--- config.mk ---
export PLATFORM = sky130hd
export DESIGN_NAME = fetch_stage
export DESIGN_NICKNAME = d
export VERILOG_FILES = /design/src/rtl/fetch_stage_pkg.sv /design/src/rtl/fetch_lane_compactor.sv /design/src/rtl/fetch_stage.sv
export SDC_FILE = /design/constraint.sdc
export NUM_CORES = 1
export LEC_CHECK = 0
export ABC_AREA = 1
export BUFFER_PORTS_ARGS = -buffer_cell sky130_fd_sc_hd__buf_4
export CORE_ASPECT_RATIO = 1.1
export CORE_MARGIN = 2
export CORE_UTILIZATION = 45
export CTS_CLUSTER_SIZE = 12
export DETAILED_ROUTE_END_ITERATION = 10
export PLACE_DENSITY_LB_ADDON = 0.2
export RECOVER_POWER = 50
export SLEW_MARGIN = 20
export SYNTH_ARGS = -nofsm -noshare
export SYNTH_HDL_FRONTEND = slang
export SYNTH_SLANG_ARGS = --single-unit
--- constraint.sdc ---
create_clock -name clk -period 11.74 [get_ports clk]
set_input_delay 1.761 -clock clk [delete_from_list [all_inputs] [get_ports clk]]
set_output_delay 1.761 -clock clk [all_outputs]
set_load 0.03 [all_outputs]
--- src/rtl/fetch_stage_pkg.sv ---
// fetch_stage_pkg: types shared by the fetch stage and its lane compactor.
//   fetch_entry_t : one instruction plus the address it was fetched from.
//   fetch_state_e : fetch FSM encodings (request, wait for response, hold block).
//   block_align   : clears the in-block byte offset of an address.
package fetch_stage_pkg;

  localparam int unsigned INST_BYTES = 4;

  typedef struct packed {
    logic [31:0] pc;
    logic [31:0] inst;
  } fetch_entry_t;

  typedef enum logic [1:0] {
    FETCH_STATE_REQ  = 2'd0,
    FETCH_STATE_WAIT = 2'd1,
    FETCH_STATE_HOLD = 2'd2
  } fetch_state_e;

  function automatic logic [31:0] block_align(input logic [31:0] addr,
                                              input int unsigned width);
    logic [31:0] mask;
    mask = 32'(width * INST_BYTES - 1);
    return addr & ~mask;
  endfunction

endpackage

--- src/rtl/fetch_lane_compactor.sv ---
// fetch_lane_compactor: shifts a fetched block down so that the instruction at
// the fetch pc lands in output lane 0, and builds a contiguous valid mask.
//   pc         : fetch pc, its in-block word offset selects the first lane
//   block_addr : block-aligned address the block was fetched from
//   block      : fetched instructions, lane 0 lowest
//   active     : qualifies the valid mask (block is present)
//   entries    : compacted {pc, inst} entries
//   valid      : ones from bit 0, one per compacted entry
module fetch_lane_compactor
  import fetch_stage_pkg::*;
#(
  parameter int unsigned FETCH_WIDTH = 2
) (
  input  logic [31:0]                   pc,
  input  logic [31:0]                   block_addr,
  input  logic [FETCH_WIDTH-1:0][31:0]  block,
  input  logic                          active,
  output fetch_entry_t [FETCH_WIDTH-1:0] entries,
  output logic [FETCH_WIDTH-1:0]        valid
);

  localparam int unsigned IDX_W = (FETCH_WIDTH > 1) ? $clog2(FETCH_WIDTH) : 1;

  logic [31:0] k;
  logic [31:0] src;

  always_comb begin
    k   = (pc >> 2) & 32'(FETCH_WIDTH - 1);
    src = '0;
    for (int unsigned i = 0; i < FETCH_WIDTH; i++) begin
      src           = k + i;
      entries[i]    = '0;
      valid[i]      = 1'b0;
      if (src < FETCH_WIDTH) begin
        entries[i].pc   = block_addr + (src << 2);
        entries[i].inst = block[src[IDX_W-1:0]];
        valid[i]        = active;
      end
    end
  end

endmodule

--- src/rtl/fetch_stage.sv ---
// fetch_stage: instruction fetch front end. Requests one aligned block at a
// time from the instruction bus, holds the response, and pushes the
// instructions from the fetch pc onward into the fetch FIFO as one unit.
// A redirect flushes the FIFO and restarts fetch at the target; a response
// already in flight when the redirect happens is discarded on arrival.
//   clk, rst               : clock, asynchronous active-high reset
//   bus_req/bus_addr       : block request and its aligned address
//   bus_ready              : request accepted
//   bus_rvalid/bus_rdata   : response strobe and block data (lane 0 lowest)
//   fifo_data_in(_valid)   : compacted entries and contiguous valid mask
//   fifo_push              : push strobe (all entries or none)
//   fifo_data_in_enable    : free-slot mask from the FIFO
//   fifo_full, fifo_flush  : FIFO full flag, flush strobe on redirect
//   jump_valid/jump_pc     : redirect request and target
//   fetch_stall_cnt        : cycles spent holding a block that could not push
// Build option: define FETCH_STALL_COUNTER_EN to implement the stall counter;
// otherwise fetch_stall_cnt is tied to zero.
module fetch_stage
  import fetch_stage_pkg::*;
#(
  parameter int unsigned FETCH_WIDTH = 2,
  parameter logic [31:0] RESET_PC    = 32'h8000_0000
) (
  input  logic                           clk,
  input  logic                           rst,
  output logic                           bus_req,
  output logic [31:0]                    bus_addr,
  input  logic                           bus_ready,
  input  logic                           bus_rvalid,
  input  logic [32*FETCH_WIDTH-1:0]      bus_rdata,
  output fetch_entry_t [FETCH_WIDTH-1:0] fifo_data_in,
  output logic [FETCH_WIDTH-1:0]         fifo_data_in_valid,
  output logic                           fifo_push,
  input  logic [FETCH_WIDTH-1:0]         fifo_data_in_enable,
  input  logic                           fifo_full,
  output logic                           fifo_flush,
  input  logic                           jump_valid,
  input  logic [31:0]                    jump_pc,
  output logic [31:0]                    fetch_stall_cnt
);

  localparam int unsigned CNT_W       = $clog2(FETCH_WIDTH + 1);
  localparam logic [31:0] BLOCK_BYTES = 32'(FETCH_WIDTH * INST_BYTES);

  fetch_state_e                 state_q, state_d;
  logic [31:0]                  pc_q, pc_d;
  logic                         drop_q, drop_d;
  logic [31:0]                  hold_addr_q, hold_addr_d;
  logic [FETCH_WIDTH-1:0][31:0] hold_data_q, hold_data_d;

  logic [31:0]      aligned_pc;
  logic [CNT_W-1:0] free_cnt;
  logic [CNT_W-1:0] valid_cnt;
  logic             in_hold;

  assign aligned_pc = block_align(pc_q, FETCH_WIDTH);
  assign in_hold    = (state_q == FETCH_STATE_HOLD) && !rst;

  fetch_lane_compactor #(
    .FETCH_WIDTH (FETCH_WIDTH)
  ) u_compactor (
    .pc         (pc_q),
    .block_addr (hold_addr_q),
    .block      (hold_data_q),
    .active     (in_hold),
    .entries    (fifo_data_in),
    .valid      (fifo_data_in_valid)
  );

  always_comb begin
    free_cnt  = '0;
    valid_cnt = '0;
    for (int unsigned i = 0; i < FETCH_WIDTH; i++) begin
      free_cnt  = free_cnt + CNT_W'(fifo_data_in_enable[i]);
      valid_cnt = valid_cnt + CNT_W'(fifo_data_in_valid[i]);
    end
  end

  // No new request while a discarded response is still on its way back.
  assign bus_req    = !rst && (state_q == FETCH_STATE_REQ) && !drop_q;
  assign bus_addr   = aligned_pc;
  assign fifo_flush = !rst && jump_valid;
  assign fifo_push  = in_hold && !fifo_full && (free_cnt >= valid_cnt) && !jump_valid;

  always_comb begin
    state_d     = state_q;
    pc_d        = pc_q;
    drop_d      = drop_q;
    hold_addr_d = hold_addr_q;
    hold_data_d = hold_data_q;
    if (jump_valid) begin
      state_d = FETCH_STATE_REQ;
      pc_d    = jump_pc;
      // A response arriving this very cycle is consumed here; otherwise any
      // accepted-but-unanswered request must be drained later.
      drop_d  = ((state_q == FETCH_STATE_WAIT) && !bus_rvalid) ||
                (bus_req && bus_ready) ||
                (drop_q && !bus_rvalid);
    end else begin
      unique case (state_q)
        FETCH_STATE_REQ: begin
          if (drop_q) begin
            if (bus_rvalid) drop_d = 1'b0;
          end else if (bus_ready) begin
            state_d = FETCH_STATE_WAIT;
          end
        end
        FETCH_STATE_WAIT: begin
          if (bus_rvalid) begin
            hold_data_d = bus_rdata;
            hold_addr_d = aligned_pc;
            state_d     = FETCH_STATE_HOLD;
          end
        end
        FETCH_STATE_HOLD: begin
          if (fifo_push) begin
            pc_d    = aligned_pc + BLOCK_BYTES;
            state_d = FETCH_STATE_REQ;
          end
        end
        default: state_d = FETCH_STATE_REQ;
      endcase
    end
  end

  always_ff @(posedge clk or posedge rst) begin
    if (rst) begin
      state_q     <= FETCH_STATE_REQ;
      pc_q        <= RESET_PC;
      drop_q      <= 1'b0;
      hold_addr_q <= '0;
      hold_data_q <= '0;
    end else begin
      state_q     <= state_d;
      pc_q        <= pc_d;
      drop_q      <= drop_d;
      hold_addr_q <= hold_addr_d;
      hold_data_q <= hold_data_d;
    end
  end

`ifdef FETCH_STALL_COUNTER_EN
  logic [31:0] stall_cnt_q;

  always_ff @(posedge clk or posedge rst) begin
    if (rst) begin
      stall_cnt_q <= '0;
    end else if (in_hold && !fifo_push && (stall_cnt_q != 32'hFFFF_FFFF)) begin
      stall_cnt_q <= stall_cnt_q + 32'd1;
    end
  end

  assign fetch_stall_cnt = stall_cnt_q;
`else
  assign fetch_stall_cnt = '0;
`endif

endmodule

==> flow_summary.ini <==
[yosys]
synth-main-ff-cell = dfrtp_1
synth-seq-cells = 126
synth_enable_flop_cells = 0
post_synth_num_cell_types = 40
netlist_area_mm2 = 0.00720
yosysWarnings = 0
synthArstFlopShare_pct = 100
synth_sequential_area_ratio_pct = 43.8
syn_avg_cell_area_um2 = 7.41
netlist_instances = 972

[global_routing]
gr_met2_demand_resource_pct = 42.3
grt_overflow = 0
grt_pass1_wl_um = 33200
vias_in_the_first_global_route = 6344
grt_util_all_layers_pct = 24.8
grt_util_met3_pct = 4.46
grt.busiest_layer = met2
gr_met1_demand_resource_pct = 32.2
pin_count_of_the_biggest_net_entering_global_routing = 98
number_of_antenna_violations_at_the_first_check_in_global_routing = 0

[drt]
totalWireLength_um = 21500
routed_wire_length_per_instance_um = 15.1
via_count = 6927
detail_route.first_pass.iterations = 5
first_iter_violations = 382
post_drt_via_cell_ratio = 4.86
drc = 0
ant_nets = 0

[floorplanning]
die_y_um = 137
floorplan_die_area_mm2 = 0.0170
floorplan.initialDensity_pct = 45.9
placeableCoreArea_mm2 = 0.0157
rows = 48
die_x_um = 125
ios = 301

[critical_path]
ff2ff_path_depth = 14
worstSetupStartpoint = rst
critical_register_to_register_path_startpoint = state_q[1]
r2r_end = pc_q[19]
cp.arrival_ns = 6.04
required_ns = 9.98
r2r_setup_slack_ns = 9.05
cp-start-kind = primary input
setup.worst_path.class = primary input to output pin
timing.critical_path.to_type = output pin
crit_fanout = 62

[clock_network]
tritoncts = yes
clock_sink_count = 126
cts.root.buffer_cell = clkbuf_16
cts-hold-fix-buffers = 0
h-tree-depth = 4
clkTransAtPathRegs_ns = 0.05
clock_tree.buffer_depth = 2
cts-resized-gates = 0
cts_buffers = 17
post-cts-setup-buffer-count = 0
worst_skew_pair.late_latency_ns = 0.41

[run_status]
outcome = finished with violations
failing_checks = capacitance limit, slew limit

[power]
power_switching_uw = 999
p_leak_uw = 0.00485
p_int_uw = 1290
power.ir.vdd_worst_v = 0.0000992
p_per_area_mw_per_mm2 = 244
power_frac_clock_pct = 25.5
sequentialPowerShare_pct = 31.2
power.combinational.fraction_pct = 43.3
switching_share_pct = 43.6

[finish]
fillers = 1497
area_growth_syn_to_layout_pct = 30.6
antenna_cells = 0
final_nets = 1319
instances_no_fill = 1424
drive_gt1_share_pct = 20.8

[sta]
max_freq_mhz = 128
finalSetupViolations = 0
finalMaxSlewViolations = 130
skew_ns = 0.00691
transition_time_at_the_pin_with_the_least_slew_margin_ns = 3.59
grt_setup_unrepaired = no
setup_tns_ns = 0
timing.final.crit_period_ns = 7.80
timing.final.hold_violations = 0
fraction_of_the_cycle_the_final_worst_path_needs_pct = 66.4
slew_headroom_pct = -140

[hold_path]
hold_path_depth = 1
hold_path_endpoint = hold_data_q[31]
hp-start = hold_data_q[31]
min-delay-path-class = register to register

[flow_run]
number_of_max_cap_violations = 2

[placed_design]
gpl.final_weighted_congestion = 0.920
hpwlAfterDp_um = 16000
numPortBuffers = 259
numPlacedInstances = 1392
[synthesized netlist by cell type, types with 3 or more instances]
master / number / area share (%)
ha_1: 4 / 0.70
mux2_1: 3 / 0.47
nand2_1: 203 / 11
mux2_2: 13 / 2.0
o21ai_0: 60 / 4.2
nor2_4: 4 / 0.63
buf_6: 3 / 0.47
buf_4: 42 / 4.4
nor2_1: 178 / 9.3
clkbuf_1: 21 / 1.1
dfrtp_1: 125 / 43
nor2_2: 7 / 0.61
inv_1: 119 / 6.2
nor3_1: 11 / 0.76
nand3_1: 47 / 3.3
buf_2: 12 / 0.83
o211ai_1: 5 / 0.52
a21oi_1: 72 / 5.0
xor2_1: 11 / 1.3
nand4_1: 8 / 0.70
[cell type report]
type / count / area (µm²) / share of cell area, %
inverters: 122 / 469 / 4.99
flip-flops and latches: 126 / 3160 / 33.6
repair buffers: 263 / 1700 / 18.0
clock buffers: 22 / 474 / 5.04
well taps: 200 / 250 / 2.66
multi-input cells: 681 / 3170 / 33.7
clock inverters: 10 / 184 / 1.96
[routing by layer]
layer / up-vias / routed length (µm)
met2: 246 / 10700
met1: 3216 / 9270
met3: 26 / 1140
met4: 0 / 390
li1: 3439 / -
met5: - / 0
[cell families (layout without fill, tap and decap cells)]
logic type | Yosys count | after routing | share of synthesized area [%]
AO/OA/AOI/OAI | 143 | 143 | 10.3
XOR/XNOR | 11 | 11 | 1.34
adder cells (fa/ha/maj) | 4 | 4 | 0.695
buffers and inverters | 203 | 417 | 13.9
flip-flops | 126 | 126 | 43.8
multiplexers | 16 | 16 | 2.50
other | 1 | 39 | 0.0521
AND/OR/NAND/NOR | 468 | 468 | 27.4
[per-stage QoR]
stage                     utilization, %  instance area [µm²]  power, µW  hold WS (ns)  setup slack (ns)
after floorplan                        -                 7340       1380         0.465              3.83
after global placement              57.7                 9050       1770         0.478              6.18
after detailed placement            57.7                 9050       1790         0.490              6.14
after CTS                           61.9                 9710       2380         0.503              6.14
after global routing                60.0                 9400       2420         0.513              3.12
final                               60.0                 9400       2290         0.496              3.94
[how the worst max path moves through the flow]
stage,cells after the start,end
2_1_floorplan,10,fifo_push
3_3_place_gp,11,fifo_push
6_report,12,fifo_push
4_1_cts,11,fifo_push
5_1_grt,12,fifo_push
3_5_place_dp,11,fifo_push
[worst max-delay path, cell delays in order]
cell        delay (ns)
buf_4             0.10
clkinvlp_2        2.10
nand2_4           0.87
nor2_1            0.09
ha_1              0.28
inv_1             0.05
nand2_1           0.04
nand2_1           0.05
nand2_1           0.11
nand3_4           0.16
clkinv_4          0.18
buf_4             0.22
[cell usage in the layout (no fill, tap or decap), types with 2 or more instances in the layout]
cell type / count
nand3_1: 47
o22ai_1: 2
mux2_1: 3
clkbuf_1: 76
nand3_4: 2
nand4_1: 8
clkbuf_16: 17
conb_1: 39
nor2_4: 4
a21oi_1: 72
inv_1: 118
clkinvlp_4: 2
nand2_1: 205
clkbuf_8: 3
nor2_1: 178
clkinv_4: 2
ha_1: 4
mux2_2: 13
clkinv_2: 2
a31oi_1: 2
o211ai_1: 5
nor2_2: 7
bufinv_16: 5
xor2_1: 11
buf_4: 189
dfrtp_1: 124
o21ai_0: 60
nor3_1: 11
[power by group through the flow]
stage	Clock, µW	Combinational (µW)	Sequential [µW]
floorplan	0	578	804
global placement	0	1050	716
detailed placement	0	1070	721
CTS	594	1070	715
global route	612	1070	736
finish	585	993	715
[state kept, by name (all words and copies together), names as in the netlist]
name,flops
hold_data_q,64
drop_q,1
pc_q,30
hold_addr_q,29
state_q,2
No activity file was read; power rests on OpenSTA's default activity.
